===== config.mk =====
export PLATFORM = sky130hd
export DESIGN_NAME = mem_lsu_flat
export DESIGN_NICKNAME = d
export VERILOG_FILES = /design/src/rtl/mem_lsu_if.sv /design/src/rtl/mem_lsu.sv /design/src/flat_wrapper.sv
export SDC_FILE = /design/constraint.sdc
export NUM_CORES = 1
export LEC_CHECK = 0
export ABC_AREA = 1
export ABC_CLOCK_PERIOD_IN_PS = 5000
export BUFFER_PORTS_ARGS = -buffer_cell sky130_fd_sc_hd__buf_4
export CAP_MARGIN = 5
export CORE_ASPECT_RATIO = 0.6
export CORE_MARGIN = 1
export CORE_UTILIZATION = 45
export CTS_CLUSTER_DIAMETER = 80
export DETAILED_ROUTE_END_ITERATION = 8
export MAX_ROUTING_LAYER = met4
export PLACE_DENSITY = 0.8
export REMOVE_ABC_BUFFERS = 1
export SLEW_MARGIN = 10
export SYNTH_ARGS = -nofsm -noshare
export SYNTH_HDL_FRONTEND = slang
export SYNTH_SLANG_ARGS = --single-unit

===== constraint.sdc =====
create_clock -name clk -period 5 [get_ports clk]
set_input_delay 1 -clock clk [delete_from_list [all_inputs] [get_ports clk]]
set_output_delay 1 -clock clk [all_outputs]
set_load 0.01 [all_outputs]

===== src/rtl/mem_lsu_if.sv =====
// Data-bus bundle between the memory-access stage and the data memory/bus.
interface mem_lsu_if;
    logic        d_req;
    logic        d_we;
    logic [31:0] d_addr;
    logic [3:0]  d_sel;
    logic [31:0] d_wdata;
    logic [31:0] d_rdata;
    logic        d_ack;

    modport master (output d_req, d_we, d_addr, d_sel, d_wdata,
                    input  d_rdata, d_ack);
    modport slave  (input  d_req, d_we, d_addr, d_sel, d_wdata,
                    output d_rdata, d_ack);
endinterface


===== src/rtl/mem_lsu.sv =====
// MIPS memory-access stage: passes ALU results through, runs a req/ack bus
// transaction for loads/stores with big-endian lane selection and a timeout.
module mem_lsu #(
    parameter int TIMEOUT = 16
) (
    input  logic        clk,
    input  logic        rst,
    input  logic [4:0]  wd_i,
    input  logic        wreg_i,
    input  logic [31:0] wdata_i,
    input  logic [7:0]  aluop_i,
    input  logic [31:0] mem_addr_i,
    input  logic [31:0] reg2_i,
    input  logic        flush,
    output logic [4:0]  wd_o,
    output logic        wreg_o,
    output logic [31:0] wdata_o,
    output logic        stallreq,
    output logic        addr_err,
    output logic        bus_err,
    mem_lsu_if.master   dbus
);
    localparam logic [7:0] EXE_LB_OP  = 8'b1110_0000;
    localparam logic [7:0] EXE_LH_OP  = 8'b1110_0001;
    localparam logic [7:0] EXE_LW_OP  = 8'b1110_0011;
    localparam logic [7:0] EXE_LBU_OP = 8'b1110_0100;
    localparam logic [7:0] EXE_LHU_OP = 8'b1110_0101;
    localparam logic [7:0] EXE_SB_OP  = 8'b1110_1000;
    localparam logic [7:0] EXE_SH_OP  = 8'b1110_1001;
    localparam logic [7:0] EXE_SW_OP  = 8'b1110_1011;

    localparam logic [1:0] S_IDLE = 2'd0;
    localparam logic [1:0] S_BUS  = 2'd1;
    localparam logic [1:0] S_DONE = 2'd2;

    localparam int CW = $clog2(TIMEOUT + 1);

    logic [1:0]  state_q, state_d;
    logic        req_q, we_q, kill_q, err_q, wreg_q;
    logic [3:0]  sel_q;
    logic [31:0] addr_q, wdat_q, rdata_q;
    logic [4:0]  wd_q;
    logic [7:0]  op_q;
    logic [1:0]  off_q;
    logic [CW-1:0] cnt_q;

    logic is_byte, is_half, is_word, is_store, is_mem, misal, start, to_hit;
    logic [3:0]  sel_c;
    logic [31:0] wdat_c, load_v;
    logic [7:0]  byte_v;
    logic [15:0] half_v;

    assign is_byte  = (aluop_i == EXE_LB_OP) || (aluop_i == EXE_LBU_OP) || (aluop_i == EXE_SB_OP);
    assign is_half  = (aluop_i == EXE_LH_OP) || (aluop_i == EXE_LHU_OP) || (aluop_i == EXE_SH_OP);
    assign is_word  = (aluop_i == EXE_LW_OP) || (aluop_i == EXE_SW_OP);
    assign is_store = (aluop_i == EXE_SB_OP) || (aluop_i == EXE_SH_OP) || (aluop_i == EXE_SW_OP);
    assign is_mem   = is_byte || is_half || is_word;
    assign misal    = (is_half && mem_addr_i[0]) || (is_word && (mem_addr_i[1:0] != 2'b00));
    assign start    = (state_q == S_IDLE) && is_mem && !misal && !flush;
    assign to_hit   = (cnt_q == CW'(TIMEOUT - 1));

    // Big-endian lanes: byte offset 0 lives in bits [31:24].
    always_comb begin
        sel_c  = 4'b1111;
        wdat_c = reg2_i;
        if (is_byte) begin
            sel_c  = 4'b1000 >> mem_addr_i[1:0];
            wdat_c = {4{reg2_i[7:0]}};
        end else if (is_half) begin
            sel_c  = mem_addr_i[1] ? 4'b0011 : 4'b1100;
            wdat_c = {2{reg2_i[15:0]}};
        end
    end

    always_comb begin
        case (off_q)
            2'd0:    byte_v = rdata_q[31:24];
            2'd1:    byte_v = rdata_q[23:16];
            2'd2:    byte_v = rdata_q[15:8];
            default: byte_v = rdata_q[7:0];
        endcase
        half_v = off_q[1] ? rdata_q[15:0] : rdata_q[31:16];
        case (op_q)
            EXE_LB_OP:  load_v = {{24{byte_v[7]}}, byte_v};
            EXE_LBU_OP: load_v = {24'h0, byte_v};
            EXE_LH_OP:  load_v = {{16{half_v[15]}}, half_v};
            EXE_LHU_OP: load_v = {16'h0, half_v};
            default:    load_v = rdata_q;
        endcase
    end

    always_comb begin
        state_d = state_q;
        case (state_q)
            S_IDLE:  if (start) state_d = S_BUS;
            S_BUS:   if (dbus.d_ack || to_hit) state_d = S_DONE;
            S_DONE:  state_d = S_IDLE;
            default: state_d = S_IDLE;
        endcase
    end

    always_comb begin
        wd_o     = wd_i;
        wreg_o   = wreg_i;
        wdata_o  = wdata_i;
        stallreq = 1'b0;
        addr_err = 1'b0;
        bus_err  = 1'b0;
        case (state_q)
            S_IDLE: if (is_mem) begin
                wreg_o   = 1'b0;
                addr_err = misal && !flush;
                stallreq = start;
            end
            S_BUS: begin
                wd_o     = wd_q;
                wreg_o   = 1'b0;
                stallreq = 1'b1;
            end
            S_DONE: begin
                wd_o    = wd_q;
                wdata_o = load_v;
                wreg_o  = wreg_q && !err_q && !kill_q && !flush;
                bus_err = err_q;
            end
            default: ;
        endcase
        // Reset must release the pipeline and block writeback without a clock.
        if (!rst) begin
            stallreq = 1'b0;
            wreg_o   = 1'b0;
        end
    end

    always_ff @(posedge clk or negedge rst) begin
        if (!rst) begin
            state_q <= S_IDLE;
            req_q   <= 1'b0;
            we_q    <= 1'b0;
            sel_q   <= 4'h0;
            addr_q  <= 32'h0;
            wdat_q  <= 32'h0;
            rdata_q <= 32'h0;
            wd_q    <= 5'h0;
            wreg_q  <= 1'b0;
            op_q    <= 8'h0;
            off_q   <= 2'b00;
            cnt_q   <= '0;
            kill_q  <= 1'b0;
            err_q   <= 1'b0;
        end else begin
            state_q <= state_d;
            case (state_q)
                S_IDLE: if (start) begin
                    req_q  <= 1'b1;
                    we_q   <= is_store;
                    sel_q  <= sel_c;
                    addr_q <= {mem_addr_i[31:2], 2'b00};
                    wdat_q <= wdat_c;
                    wd_q   <= wd_i;
                    wreg_q <= wreg_i && !is_store;
                    op_q   <= aluop_i;
                    off_q  <= mem_addr_i[1:0];
                    cnt_q  <= '0;
                    kill_q <= 1'b0;
                    err_q  <= 1'b0;
                end
                S_BUS: begin
                    cnt_q  <= cnt_q + 1'b1;
                    kill_q <= kill_q || flush;
                    if (dbus.d_ack) begin
                        rdata_q <= dbus.d_rdata;
                        req_q   <= 1'b0;
                    end else if (to_hit) begin
                        err_q <= 1'b1;
                        req_q <= 1'b0;
                    end
                end
                S_DONE: begin
                    cnt_q  <= '0;
                    kill_q <= 1'b0;
                    err_q  <= 1'b0;
                end
                default: ;
            endcase
        end
    end

    assign dbus.d_req   = req_q;
    assign dbus.d_we    = we_q;
    assign dbus.d_addr  = addr_q;
    assign dbus.d_sel   = sel_q;
    assign dbus.d_wdata = wdat_q;
endmodule


===== src/flat_wrapper.sv =====
// flat-port wrapper written by rule: the top's interface ports become plain ports
module mem_lsu_flat 
#(
    parameter int TIMEOUT = 16
)
  (clk, rst, wd_i, wreg_i, wdata_i, aluop_i, mem_addr_i, reg2_i, flush, wd_o, wreg_o, wdata_o, stallreq, addr_err, bus_err, dbus_d_req, dbus_d_we, dbus_d_addr, dbus_d_sel, dbus_d_wdata, dbus_d_rdata, dbus_d_ack);
  mem_lsu_if dbus_i ();
  input  logic clk;
  input  logic rst;
  input  logic [4:0] wd_i;
  input  logic wreg_i;
  input  logic [31:0] wdata_i;
  input  logic [7:0] aluop_i;
  input  logic [31:0] mem_addr_i;
  input  logic [31:0] reg2_i;
  input  logic flush;
  output logic [4:0] wd_o;
  output logic wreg_o;
  output logic [31:0] wdata_o;
  output logic stallreq;
  output logic addr_err;
  output logic bus_err;
  output wire logic [$bits(dbus_i.d_req)-1:0] dbus_d_req;
  output wire logic [$bits(dbus_i.d_we)-1:0] dbus_d_we;
  output wire logic [$bits(dbus_i.d_addr)-1:0] dbus_d_addr;
  output wire logic [$bits(dbus_i.d_sel)-1:0] dbus_d_sel;
  output wire logic [$bits(dbus_i.d_wdata)-1:0] dbus_d_wdata;
  input wire logic [$bits(dbus_i.d_rdata)-1:0] dbus_d_rdata;
  input wire logic [$bits(dbus_i.d_ack)-1:0] dbus_d_ack;
  assign dbus_d_req = dbus_i.d_req;
  assign dbus_d_we = dbus_i.d_we;
  assign dbus_d_addr = dbus_i.d_addr;
  assign dbus_d_sel = dbus_i.d_sel;
  assign dbus_d_wdata = dbus_i.d_wdata;
  assign dbus_i.d_rdata = dbus_d_rdata;
  assign dbus_i.d_ack = dbus_d_ack;
  mem_lsu #(.TIMEOUT(TIMEOUT)) u_core (.clk(clk), .rst(rst), .wd_i(wd_i), .wreg_i(wreg_i), .wdata_i(wdata_i), .aluop_i(aluop_i), .mem_addr_i(mem_addr_i), .reg2_i(reg2_i), .flush(flush), .wd_o(wd_o), .wreg_o(wreg_o), .wdata_o(wdata_o), .stallreq(stallreq), .addr_err(addr_err), .bus_err(bus_err), .dbus(dbus_i));
endmodule

==> results.md <==
* Status: complete, no violations
* Dpl cells at 1241
* Minimum clock period at 4.012 ns
* Final RePlAce weighted congestion at 0.8430
* Slowest stage delay, CP at 0.83 ns
* Crit path launch type: flip-flop
* Hold-fix buffers, CTS at 0
* Mapped Cells at 833
* P_sw at 1.707 mW
* P_int at 3.080 mW
* Slew Limit Fails at 0
* First-pass GRT wire length at 28850 um
* DP HPWL at 13420 um
* Port buffer count at 254
* Post-route insts no fill at 1273
* Fillers at 1182
* H-tree Lvls at 4
* Ys Warns at 0
* Synthesized area per cell at 7.787 um2
* Worst path buffer plus inverter count at 3
* Die area at 14910 um2
* Skew final at 0.008788 ns
* Cts repair resizes at 0
* Worst path cell trace: clkinv_1 > nand3_1 > o211ai_1 > nand4_1 > nand2_1 > o22ai_1 > inv_1 > buf_4
* Routed len/inst at 14.58 um
* Post-DR vias/cell at 4.977
* Drt first-iter violations at 528
* Worst Slack Setup Final at 0.9883 ns
* Initial Utilization at 46.75%
* Max-Cap Viols at 0
* Synth top area share at 48.23%
* Dpl cell area at 8456 um2
* Area delta synth->final at 39.97%
* Final setup viols at 0
* Grt total ovfl at 0
* Slew @ Worst Pin at 1.073 ns
* Initial antenna violation count at 0
* # IOs at 257
* Worst-path clk slew at 0.06 ns
* DP Worst Slack at 1.316 ns
* Async S/R FF share, synth at 100.0%
* Peak VDD IR at 0.0002409 V
* Fin Hold WS at 0.4621 ns
* Post-CTS Setup Bufs at 0
* Routed vias at 6336
* CTS tree: done
* Hold/Removal Path Class: reg2reg
* Worst Path Arrival at 3.01 ns
* DRC viols at 0
* Final #Nets at 1220
* Register area share after synthesis at 48.23%
* Crit Path Max Fanout at 26
* Largest net degree at the start of global routing at 66
* Clock latency at the later pin of the worst-skew pair at 0.41 ns
* Pre-antenna DRT Iters at 5
* Vias in the first global route at 5655
* DRT antenna net count at 0
* Layout cells sized above 1 at 31.73%
* Gr usage total at 25.80%
* Die Y at 95.00 um
* Leakage at 4.834 nW
* CTS buffer count at 17
* Worst Path Required at 4.00 ns
* Mapped Area at 6486 um2
* CTS sink count at 125
* Max clock buf depth at 2
* Predominant post-synthesis flop cell: dfrtp_1
* WL final at 18560 um
* RSZ-0062 raised after global routing: false
* Switching Share at 35.67%
* Fin area at 9079 um2
* Multi-input logic area at 2760 um2
* Combinational power share at 38.1%
* Max Fclk at 249.3 MHz
* Die Wd at 157.0 um
* Period Utilization, post-route at 80.23%
* Synthesized flop and latch total at 125
* Area occupied by registers at 3128 um2
* Crit Path Class: reg2out
* Clock power frac at 26.9%
* Area leader, netlist: dfrtp_1
* Register share of total power at 35.0%
* CP Capture Type: primary output
* Synth top area cells: dfrtp_1, nand2_1, o21ai_0
* Power per cell area at 527.3 nW/um2
* Final hold violation count at 0
* Setup TNS Final at 0 ns
* CP max-delay cell: dfrtp_1
* Ant diodes at 0
* FP Rows at 33
* Slew headroom at 28.35%
* Number of synthesized flops with an enable pin at 0
* CTS root buf: clkbuf_16
* Crit-path leading delay family: flip-flops
* Core Area at 13870 um2
* Synth cell types at 38
==> layout make-up <==
type	instances	area share, %
clock buffers	18	4.837
clock inverters	14	2.026
inverters	96	3.969
multi-input cells	566	30.40
flip-flops and latches	125	34.45
well taps	192	2.646
repair buffers	262	21.66
==> sequential cells by signal, indices dropped and copies added, names as in the netlist, 2 cells and up <==
signal               flops
u_core.wd_q              5
u_core.op_q              8
u_core.dbus.d_addr      30
u_core.state_q           2
u_core.off_q             2
u_core.rdata_q          32
u_core.cnt_q             5
u_core.dbus.d_sel        4
u_core.dbus.d_wdata     32
==> kinds of logic (layout without fill, tap and decap cells) <==
kind of cell | after synthesis | count (layout) | synth area share, %
simple gates | 344 | 344 | 21.68
compound gates | 190 | 190 | 15.43
buf+inv | 143 | 390 | 9.317
flops | 125 | 125 | 48.23
mux | 23 | 23 | 3.993
fa+ha+maj | 6 | 6 | 1.157
other cells | 1 | 2 | 0.05781
xor+xnor | 1 | 1 | 0.1351
==> layout by cell type (no fill, tap or decap), drive strengths merged <==
cell type    n
conb         2
nand4        3
nor4         3
dfrtp      125
clkbuf      18
clkinvlp     2
inv         99
o211ai       1
a21boi       1
o22ai       16
clkinv       6
o21a         1
nand2      266
o21ai      129
o2111ai      1
a21oi       32
ha           6
nand3b       2
mux2        23
a31oi        9
xor2         1
nor2        39
nand3       21
buf        262
bufinv       3
nor3         2
or2          8
==> stage by stage <==
stage / utilization [%] / power [mW]
floorplan: - / 2.630
global placement: 60.95 / 3.457
detailed placement: 60.95 / 3.508
CTS: 65.44 / 4.808
global route: 65.44 / 5.120
finish: 65.44 / 4.787
==> power by group through the flow <==
| stage | clock [mW] | sequential (mW) | combinational (mW) |
|---|---|---|---|
| 5_1_grt | 1.36 | 1.73 | 2.03 |
| 2_1_floorplan | 0 | 1.71 | 0.924 |
| 6_report | 1.29 | 1.68 | 1.83 |
| 3_5_place_dp | 0 | 1.68 | 1.83 |
| 3_3_place_gp | 0 | 1.67 | 1.79 |
| 4_1_cts | 1.30 | 1.67 | 1.83 |
==> worst paths after layout <==
| kind | startpoint | to | slack, ns | cells after the start |
|---|---|---|---|---|
| max | u_core.off_q[1]$_DFFE_PN0P_ | wdata_o[16] | 0.99 | 8 |
| min in group asynchronous | rst | u_core.wd_q[2]$_DFFE_PN0P_ | 0.53 | 1 |
| max in group asynchronous | rst | u_core.dbus.d_wdata[15]$_DFFE_PN0P_ | 3.34 | 2 |
| min | u_core.op_q[6]$_DFFE_PN0P_ | u_core.op_q[6]$_DFFE_PN0P_ | 0.46 | 1 |
| min reg2reg | u_core.op_q[6]$_DFFE_PN0P_ | u_core.op_q[6]$_DFFE_PN0P_ | 0.46 | 1 |
| max reg2reg | u_core.state_q[1]$_DFFE_PN0P_ | u_core.dbus.d_sel[2]$_DFFE_PN0P_ | 2.10 | 9 |
==> metal layers <==
metal  part of all wire (%)  wire length [um]  track usage, %  vias to the layer above
li1                       -                 -               -                     3147
met1                     48              8856           37.37                     2924
met2                     44              8151           37.15                      248
met3                    7.4              1380           5.507                       17
met4                   0.91               169           4.739                        0
met5                      0                 0               -                        -
==> Yosys cell counts (all sizes together) (9+ instances only) <==
| master | count |
|---|---|
| clkbuf | 20 |
| mux2 | 23 |
| nand3 | 21 |
| o21ai | 129 |
| buf | 27 |
| dfrtp | 125 |
| a31oi | 9 |
| a21oi | 32 |
| inv | 95 |
| nand2 | 266 |
| o22ai | 16 |
| nor2 | 39 |
==> worst reg2reg max path: stages, from the launching register on <==
cell	delay (ns)
dfrtp_1	0.43
inv_1	0.10
ha_1	0.21
inv_1	0.09
nor2_1	0.20
nand3_4	0.41
inv_2	0.97
nand3_1	0.22
o21ai_2	0.13
inv_2	0.04
(Power assumes the default switching activity.)
